### src/rtl/imm_ext_arbiter_if.sv
// Handshake bundle between two requesters, the shared immediate extender and its consumer.
// No storage here; timing is set entirely by the arbiter.
// The arbiter returns per-requester req_ready and takes out_ready from the consumer.
interface imm_ext_arbiter_if;
  logic [1:0]  req_valid;
  logic [1:0]  req_mode0;
  logic [1:0]  req_mode1;
  logic [7:0]  req_data0;
  logic [7:0]  req_data1;
  logic [1:0]  req_ready;
  logic [15:0] result;
  logic        result_valid;
  logic        result_id;
  logic        out_ready;
  logic        busy;

  // Requester/consumer side: drives requests and out_ready, observes grants and result.
  modport master (
    output req_valid, req_mode0, req_mode1, req_data0, req_data1, out_ready,
    input  req_ready, result, result_valid, result_id, busy
  );

  // Arbiter side.
  modport slave (
    input  req_valid, req_mode0, req_mode1, req_data0, req_data1, out_ready,
    output req_ready, result, result_valid, result_id, busy
  );
endinterface

### src/rtl/imm_ext_arbiter.sv
// Round-robin share of one 8->16 bit immediate extender (zero/sign/high-byte/two-beat compose).
// Latency: one cycle from accepted beat to result_valid; compose first beat produces no output.
// Backpressure: beats that write the output wait for a free output slot; compose first beat never waits.
module imm_ext_arbiter #(
  parameter bit RESET_PRIO = 1'b0
) (
  input  logic             clk,
  input  logic             reset,
  imm_ext_arbiter_if.slave bus
);

  typedef enum logic {
    ST_IDLE = 1'b0,
    ST_LOCK = 1'b1
  } state_t;

  localparam logic [1:0] MODE_ZERO    = 2'b00;
  localparam logic [1:0] MODE_SIGN    = 2'b01;
  localparam logic [1:0] MODE_HIGH    = 2'b10;
  localparam logic [1:0] MODE_COMPOSE = 2'b11;

  state_t      r_state;
  state_t      w_state_nxt;
  logic        r_prio;
  logic        r_owner;
  logic [7:0]  r_lo;
  logic [15:0] r_result;
  logic        r_result_valid;
  logic        r_result_id;

  logic        w_slot_free;
  logic        w_winner;
  logic [1:0]  w_mode;
  logic [7:0]  w_data;
  logic [1:0]  w_ready;
  logic        w_compose_first;
  logic        w_load_result;
  logic [15:0] w_result_nxt;

  // The output register can take a new value if it is empty or being drained this cycle.
  assign w_slot_free = !r_result_valid || bus.out_ready;

  // Pick the candidate: the lock owner, else the sole valid requester, else the priority holder.
  always_comb begin
    w_winner = r_prio;
    if (r_state == ST_LOCK) begin
      w_winner = r_owner;
    end else begin
      case (bus.req_valid)
        2'b01:   w_winner = 1'b0;
        2'b10:   w_winner = 1'b1;
        default: w_winner = r_prio;
      endcase
    end
  end

  assign w_mode = w_winner ? bus.req_mode1 : bus.req_mode0;
  assign w_data = w_winner ? bus.req_data1 : bus.req_data0;

  // Next-state and grant decode; at most one requester is granted per cycle.
  always_comb begin
    w_state_nxt     = r_state;
    w_ready         = 2'b00;
    w_compose_first = 1'b0;
    w_load_result   = 1'b0;
    case (r_state)
      ST_IDLE: begin
        if (bus.req_valid[w_winner] && (w_mode == MODE_COMPOSE || w_slot_free)) begin
          w_ready[w_winner] = 1'b1;
          if (w_mode == MODE_COMPOSE) begin
            w_compose_first = 1'b1;
            w_state_nxt     = ST_LOCK;
          end else begin
            w_load_result = 1'b1;
          end
        end
      end
      ST_LOCK: begin
        // Second beat's mode field is irrelevant: it always completes the compose.
        if (bus.req_valid[r_owner] && w_slot_free) begin
          w_ready[r_owner] = 1'b1;
          w_load_result    = 1'b1;
          w_state_nxt      = ST_IDLE;
        end
      end
      default: w_state_nxt = ST_IDLE;
    endcase
  end

  // Extension datapath for the granted beat.
  always_comb begin
    w_result_nxt = {8'h00, w_data};
    if (r_state == ST_LOCK) begin
      w_result_nxt = {w_data, r_lo};
    end else begin
      case (w_mode)
        MODE_ZERO: w_result_nxt = {8'h00, w_data};
        MODE_SIGN: w_result_nxt = {{8{w_data[7]}}, w_data};
        MODE_HIGH: w_result_nxt = {w_data, 8'h00};
        default:   w_result_nxt = {8'h00, w_data};
      endcase
    end
  end

  // State register.
  always_ff @(posedge clk) begin
    if (reset) begin
      r_state <= ST_IDLE;
    end else begin
      r_state <= w_state_nxt;
    end
  end

  // Output register, round-robin pointer and compose low-byte latch.
  always_ff @(posedge clk) begin
    if (reset) begin
      r_result       <= 16'h0000;
      r_result_valid <= 1'b0;
      r_result_id    <= 1'b0;
      r_prio         <= RESET_PRIO;
      r_owner        <= 1'b0;
      r_lo           <= 8'h00;
    end else begin
      if (w_load_result) begin
        r_result       <= w_result_nxt;
        r_result_valid <= 1'b1;
        r_result_id    <= w_winner;
        r_prio         <= ~w_winner;
      end else if (bus.out_ready) begin
        r_result_valid <= 1'b0;
      end
      if (w_compose_first) begin
        r_lo    <= w_data;
        r_owner <= w_winner;
      end
    end
  end

  assign bus.req_ready    = w_ready;
  assign bus.result       = r_result;
  assign bus.result_valid = r_result_valid;
  assign bus.result_id    = r_result_id;
  assign bus.busy         = (r_state == ST_LOCK);

endmodule

### src/flat_wrapper.sv
// flat-port wrapper written by rule: the top's interface ports become plain ports
module imm_ext_arbiter_flat 
#(
  parameter bit RESET_PRIO = 1'b0
)
  (clk, reset, bus_req_valid, bus_req_mode0, bus_req_mode1, bus_req_data0, bus_req_data1, bus_out_ready, bus_req_ready, bus_result, bus_result_valid, bus_result_id, bus_busy);
  imm_ext_arbiter_if bus_i ();
  input  logic clk;
  input  logic reset;
  input wire logic [$bits(bus_i.req_valid)-1:0] bus_req_valid;
  input wire logic [$bits(bus_i.req_mode0)-1:0] bus_req_mode0;
  input wire logic [$bits(bus_i.req_mode1)-1:0] bus_req_mode1;
  input wire logic [$bits(bus_i.req_data0)-1:0] bus_req_data0;
  input wire logic [$bits(bus_i.req_data1)-1:0] bus_req_data1;
  input wire logic [$bits(bus_i.out_ready)-1:0] bus_out_ready;
  output wire logic [$bits(bus_i.req_ready)-1:0] bus_req_ready;
  output wire logic [$bits(bus_i.result)-1:0] bus_result;
  output wire logic [$bits(bus_i.result_valid)-1:0] bus_result_valid;
  output wire logic [$bits(bus_i.result_id)-1:0] bus_result_id;
  output wire logic [$bits(bus_i.busy)-1:0] bus_busy;
  assign bus_i.req_valid = bus_req_valid;
  assign bus_i.req_mode0 = bus_req_mode0;
  assign bus_i.req_mode1 = bus_req_mode1;
  assign bus_i.req_data0 = bus_req_data0;
  assign bus_i.req_data1 = bus_req_data1;
  assign bus_i.out_ready = bus_out_ready;
  assign bus_req_ready = bus_i.req_ready;
  assign bus_result = bus_i.result;
  assign bus_result_valid = bus_i.result_valid;
  assign bus_result_id = bus_i.result_id;
  assign bus_busy = bus_i.busy;
  imm_ext_arbiter #(.RESET_PRIO(RESET_PRIO)) u_core (.clk(clk), .reset(reset), .bus(bus_i));
endmodule
### config.mk
export PLATFORM = sky130hd
export DESIGN_NAME = imm_ext_arbiter_flat
export DESIGN_NICKNAME = d
export VERILOG_FILES = /design/src/rtl/imm_ext_arbiter_if.sv /design/src/rtl/imm_ext_arbiter.sv /design/src/flat_wrapper.sv
export SDC_FILE = /design/constraint.sdc
export NUM_CORES = 1
export LEC_CHECK = 0
export CORE_MARGIN = 3
export CORE_UTILIZATION = 53
export CTS_CLUSTER_DIAMETER = 150
export DETAILED_ROUTE_END_ITERATION = 7
export PLACE_DENSITY = 0.93
export SLEW_MARGIN = 5
export SYNTH_ARGS = -nofsm -noshare
export SYNTH_HDL_FRONTEND = slang
export SYNTH_SLANG_ARGS = --single-unit
### constraint.sdc
create_clock -name clk -period 7.8 [get_ports clk]
set_clock_uncertainty 0.05 [all_clocks]
set_input_delay 1.95 -clock clk [delete_from_list [all_inputs] [get_ports clk]]
set_output_delay 1.95 -clock clk [all_outputs]
set_load 0.02 [all_outputs]
Word-level counts from Yosys, hierarchy flattened
Index checks and enable logic that the tools add are counted.
{ "word_totals": {"input_bits": 25, "regBits": 29, "elab_cells": 54, "out_inout_bits": 21} }
{ "op_classes": {"n_reduce_logical": 8, "bitwise_logic": 2, "mux": 28, "n_eq_ne": 5, "order_cmp": 4} }
{ "op_table": {"columns": ["op", "n"], "rows": [
  ["$pmux 16 s2", 1],
  ["$mux 1", 16],
  ["$mux 16", 1],
  ["$mux 8", 1],
  ["$eq 2x2->1 const B", 3],
  ["$mux 2", 3],
  ["$pmux 1 s2", 3],
  ["$eq 2x1->1 const B", 2],
  ["$logic_and 1x1->1", 4],
  ["$lt 1x2->1 const B", 2],
  ["$pmux 2 s2", 1],
  ["$demux 1 s1", 2],
  ["$ge 1x1->1 const B", 2],
  ["$logic_or 1x1->1", 2],
  ["$not 1->1", 2],
  ["$reduce_bool 2->1", 1],
  ["$logic_not 1->1", 1]
]} }

Longest topological paths before layout
Gate-level depths: netlist of run 1.
{ "depth": {"depth_word": 10, "depth_mapped": 13, "mapped_depth_nobuf": 11} }

Least setup slack after synthesis of run 1
Ideal clock, no wire load.
{ "synth_timing": {"path_kind": "in2out", "startpoint": "input port bus_req_valid[0]", "endpoint": "output port bus_req_ready[0]", "path_slack_ps": 1627, "required_time_ps": 5800, "t_arrival_ps": 4173, "cell_stages": 10, "path_buffers": 1, "path_cell_list": "inv_1 -> ha_1 -> mux2_4 -> o21ai_0 -> buf_4 -> mux2_2 -> ha_1 -> nor2b_1 -> a22oi_1 -> nor2_1"} }
{ "synth_between": {"elab_chain_len": 9, "word_cells_on_any_way": 21, "cone_classes": "2 x order compare; 3 x eq/ne; 12 x mux; 4 x reduce/logical"} }
{ "synth_rtl": {"columns": ["element", "line_no", "source"], "rows": [
  ["start: declaration", "flat_wrapper.sv:10", "input wire logic [$bits(bus_i.req_valid)-1:0] bus_req_valid;"],
  ["$eq 2x2->1 or $eq 2x1->1 (tied branches)", "imm_ext_arbiter.sv:49", "case (bus.req_valid)"],
  ["$pmux 1 s2", "imm_ext_arbiter.sv:49", null],
  ["$mux 1", "imm_ext_arbiter.sv:46", "if (r_state == ST_LOCK) begin"],
  ["$lt 1x2->1 (not written as such) (tied with other cells)", "imm_ext_arbiter.sv:69", "w_ready[w_winner] = 1'b1;"],
  ["$logic_and 1x1->1 (not written as such) or $eq 2x2->1 (tied branches)", "imm_ext_arbiter.sv:69, imm_ext_arbiter.sv:68", null],
  ["$mux 1 (not written as such) or $logic_or 1x1->1 (tied branches)", "imm_ext_arbiter.sv:69, imm_ext_arbiter.sv:68", null],
  ["$demux 1 s1 or $logic_and 1x1->1 (tied branches)", null, null],
  ["$mux 2", "imm_ext_arbiter.sv:68", "if (bus.req_valid[w_winner] && (w_mode == MODE_COMPOSE || w_slot_free)) begin"],
  ["$pmux 2 s2 *", "imm_ext_arbiter.sv:66", "case (r_state)"],
  ["end: declaration", "flat_wrapper.sv:16", "output wire logic [$bits(bus_i.req_ready)-1:0] bus_req_ready;"]
]} }
Every way passes the cells marked *; elsewhere a longest branch is shown, timed or not. The select of a mux whose other input is x is not followed.

Final worst setup path of run 1
Same ends and word-level chain as after synthesis.

==> results of run 1 <==
## through the flow
| stage | setup slack (ns) | instances |
|---|---|---|
| after floorplan | 1.63 | 201 |
| after global placement | 0.667 | 275 |
| after detailed placement | 0.597 | 275 |
| after CTS | 0.570 | 283 |
| after global routing | 0.401 | 283 |
| final | 0.551 | 283 |
## kinds of logic (layout without fill, tap and decap cells)
family / Yosys count / after routing / synth area share (%)
AO/OA/AOI/OAI: 56 / 56 / 26.5
AND/OR/NAND/NOR: 59 / 59 / 17.3
multiplexers: 22 / 22 / 13.3
adder cells (fa/ha/maj): 4 / 4 / 2.79
buffers and inverters: 31 / 69 / 7.80
flip-flops: 29 / 29 / 32.3
## flip-flops by register name, indices dropped and copies added, names as in the netlist
name	cells
u_core.bus.busy	1
u_core.bus.result	16
u_core.bus.result_id	1
u_core.bus.result_valid	1
u_core.r_lo	8
u_core.r_owner	1
u_core.r_prio	1
## worst register-to-register path, stage by stage, from the launching register on
cell and delay (ns):
sky130_fd_sc_hd__dfxtp_1 0.99, sky130_fd_sc_hd__nand2b_1 0.19, sky130_fd_sc_hd__o21ai_1 0.22, sky130_fd_sc_hd__mux2_2 0.41, sky130_fd_sc_hd__ha_1 0.28, sky130_fd_sc_hd__nor4_1 0.29, sky130_fd_sc_hd__o21ai_1 0.36, sky130_fd_sc_hd__a32oi_1 0.61
sky130_fd_sc_hd__a221oi_1 0.15
## power breakdown
group / switching (uW) / internal (uW)
sequential: 17.7 / 171
combinational: 125 / 101
clock: 55.7 / 76.5
total: 199 / 349
## cell usage in the layout (no fill, tap or decap), drive strengths merged, types with 2 or more instances in the layout
cell type	n
a211oi	8
a21oi	7
a221oi	8
a22oi	9
a32oi	8
buf	3
clkbuf	7
clkdlybuf4s50	45
dfxtp	29
ha	4
inv	13
mux2	12
mux2i	10
nand2	24
nand2b	3
nand4b	8
nor2	13
nor2b	5
nor4	2
o21a	2
o21ai	4
o31ai	8
## routing by layer
| metal | up-vias | track usage (%) |
|---|---|---|
| met5 | - | 0 |
| met4 | 0 | 8.71 |
| met3 | 7 | 4.57 |
| met2 | 57 | 34.1 |
| met1 | 777 | 30.6 |
| li1 | 816 | - |
## layout make-up
class / instances / area (um^2)
multi-input cells: 141 / 1080
fillers: 250 / 835
flip-flops and latches: 29 / 581
repair buffers: 48 / 473
clock buffers: 7 / 55.1
well taps: 44 / 55.1
inverters: 13 / 48.8
clock inverters: 1 / 30.0
## how the worst min path moves through the flow
stage	slack [ns]	startpoint	endpoint	cells past startpoint
detailed placement	0.41	u_core.bus.result[8]	u_core.bus.result[8]	2
global route	0.45	u_core.bus.result[13]	u_core.bus.result[13]	2
finish	0.43	u_core.bus.result_id	u_core.bus.result_id	2
CTS	0.43	u_core.r_prio	u_core.r_prio	2
global placement	0.40	u_core.r_prio	u_core.r_prio	2
floorplan	0.38	u_core.r_prio	u_core.r_prio	2
==> results.md, run 1 <==
- Cells resized by post-CTS repair: 0
- Initial Utilization: between 50% and 60%
- Primary FF master, synth: sky130_fd_sc_hd__dfxtp_1
- Instance area after placement: between 2000 and 2500 um^2
- Die Span X: approximately 64 um
- Register bit total from synthesis: 29
- Placement row count: 20
- Final-report setup violation count: 0
- IO Count: 46
- Die footprint: about 4100 um^2
- Met2 wirelength from detailed routing: just over 2 mm
- Remaining antenna violation count after routing: 0
- Ratio of cells with drive above 1 in the final layout: ~14%
- Crit. Startpoint: bus_req_valid[0]
- Hold buffer count at cts: 0
- Count of unique library cells instantiated by Yosys: 36
- Final weighted congestion of routability-driven global placement: 0.859
- Via count of the routed design: 1,657
- Syn_area_per_cell: around 9 um^2
- Family of cells with the greatest summed delay on the critical path: buffers and inverters
- Req. time, crit path: 5.80 ns
- Pins over their slew limit: 0
- Synthesized area: 1800 um^2
- Number of enable flip-flop cells after synthesis: 0
- Minimum hold slack: between 0.4 and 0.5 ns
- Max cap viols: 0
- Crit path to: bus_req_ready[0]
- Crit path buffers/inverters: 3
- Category of the worst setup path capture point: output pin
- Headroom to the max-slew limit: about a third
- Routed met3 length: approximately 260 um
- Max H-tree Level: 2
- Maximum number of pins on one net before global-route repair: 38
- Wire length of the first global-routing pass: about 7.2 mm
- Placeable core region: 3150 um^2
- CTS tree: done
- Synthesized net count: 230
- R2R depth: 8
- Net count, final: 267
- Startpoint of the lowest-slack register-to-register path: u_core.bus.busy
- Final hold violations: 0
- Number of clock buffers inserted by TritonCTS: 5
- Vias/cell: roughly 5.9
- Yosys top cell by area: sky130_fd_sc_hd__dfxtp_1
- Final Cycle Share: roughly 93%
- Antenna violations before repair: 0
- Highest routed metal layer: met4
- Post-layout utilization of the core: between 70 and 80%
- Status: finished clean
- Final instance area: ~2300 um^2
- Endpoint of the worst-slack reg-to-reg timing path: u_core.bus.result[9]
- Ordered cell list for the critical path: clkdlybuf4s50_1, inv_1, ha_1, mux2_4, o21ai_1, mux2_2, ha_1, nor2b_1, a22oi_1, nor2_1, clkdlybuf4s50_1
- Sequential element share of the synthesized area: between 30% and 40%
- Fmax: between 0.1 and 0.15 GHz
- Sum of routed wire segments on met1: between 1.5 and 2 mm
- Fraction of post-synthesis cell area in the top cell type by area: around a third
- Logic depth of the worst path, buffers included: 11
- Vias in the first global route: between 1.5k and 2k
- Clock slew seen by the registers of the worst setup and hold paths: 0.09 ns
- Number of optimization iterations in the first detailed-route pass: 4
- Gr ovfl total: 0
- Drt initial violations: between 60 and 70
- Critical path data arrival time: 5.25 ns
- Maximum fanout count along the critical path: 10
- Accumulated negative setup slack: 0 ns
- Average wire per cell in the routed design: approximately 15 um
- Post CTS Setup Buffer Count: 0
- Largest stage delay on the critical path: about 0.54 ns
- Y dimension of the die: 64.2 um
- Number of cells produced by synthesis: 201
- GRT Total Usage: 22.3%
- Largest voltage drop on the vdd net: about 0.17 mV
- DRT Wirelength: approximately 4.4 mm
- Async set-or-reset flop fraction in the synthesized netlist: 0%
- Leakage power summed over all cells: approximately 0.00089 uW
- P&R area growth vs syn: 29.0%
- # DRC: 0
- FF-to-FF setup slack: 4.11 ns
- Startpoint type of the worst setup path: input port
- Clock Tree Buf Depth: 2
- Sink Count: 29
- Slowest cell on the critical path: sky130_fd_sc_hd__clkdlybuf4s50_1
- Hold Path Class: register to register
- Most instantiated library cell after synthesis: sky130_fd_sc_hd__dfxtp_1
- RSZ-0062 raised after global routing: no
- Crit Path Category: input port to output pin
- Final total power: ~550 uW
- PwrDens: roughly 240 nW/um^2
- Transition at the pin with the smallest max-transition slack: between 1 and 1.5 ns
- Top post-synthesis cells by area: sky130_fd_sc_hd__dfxtp_1, sky130_fd_sc_hd__mux2_2, sky130_fd_sc_hd__mux2i_1
- Latest clock arrival within the worst-skew pair: between 0.3 and 0.4 ns
- Top cells by instance count after synthesis: sky130_fd_sc_hd__dfxtp_1, sky130_fd_sc_hd__nand2_1, sky130_fd_sc_hd__inv_1, sky130_fd_sc_hd__nor2_1, sky130_fd_sc_hd__mux2_2
- Count of antenna diodes in the layout: 0
- DP HPWL: between 3 and 4 mm
- Minimum clock period: 7.25 ns
- Ys Warns: 0
- Buffers added on ports: 45
- Root Buffer: sky130_fd_sc_hd__clkbuf_4
(Power assumes the default switching activity.)
==> run 2: changes to the inputs <==
- CAP_MARGIN: not set -> 20
==> results of run 2 <==
Same layout as run 1: the final DEF is identical, and so are final timing and power.
==> run 3: changes to the inputs <==
- SLEW_MARGIN: 5 -> not set
==> results of run 3 <==
Same layout as run 1: the final DEF is identical, and so are final timing and power.
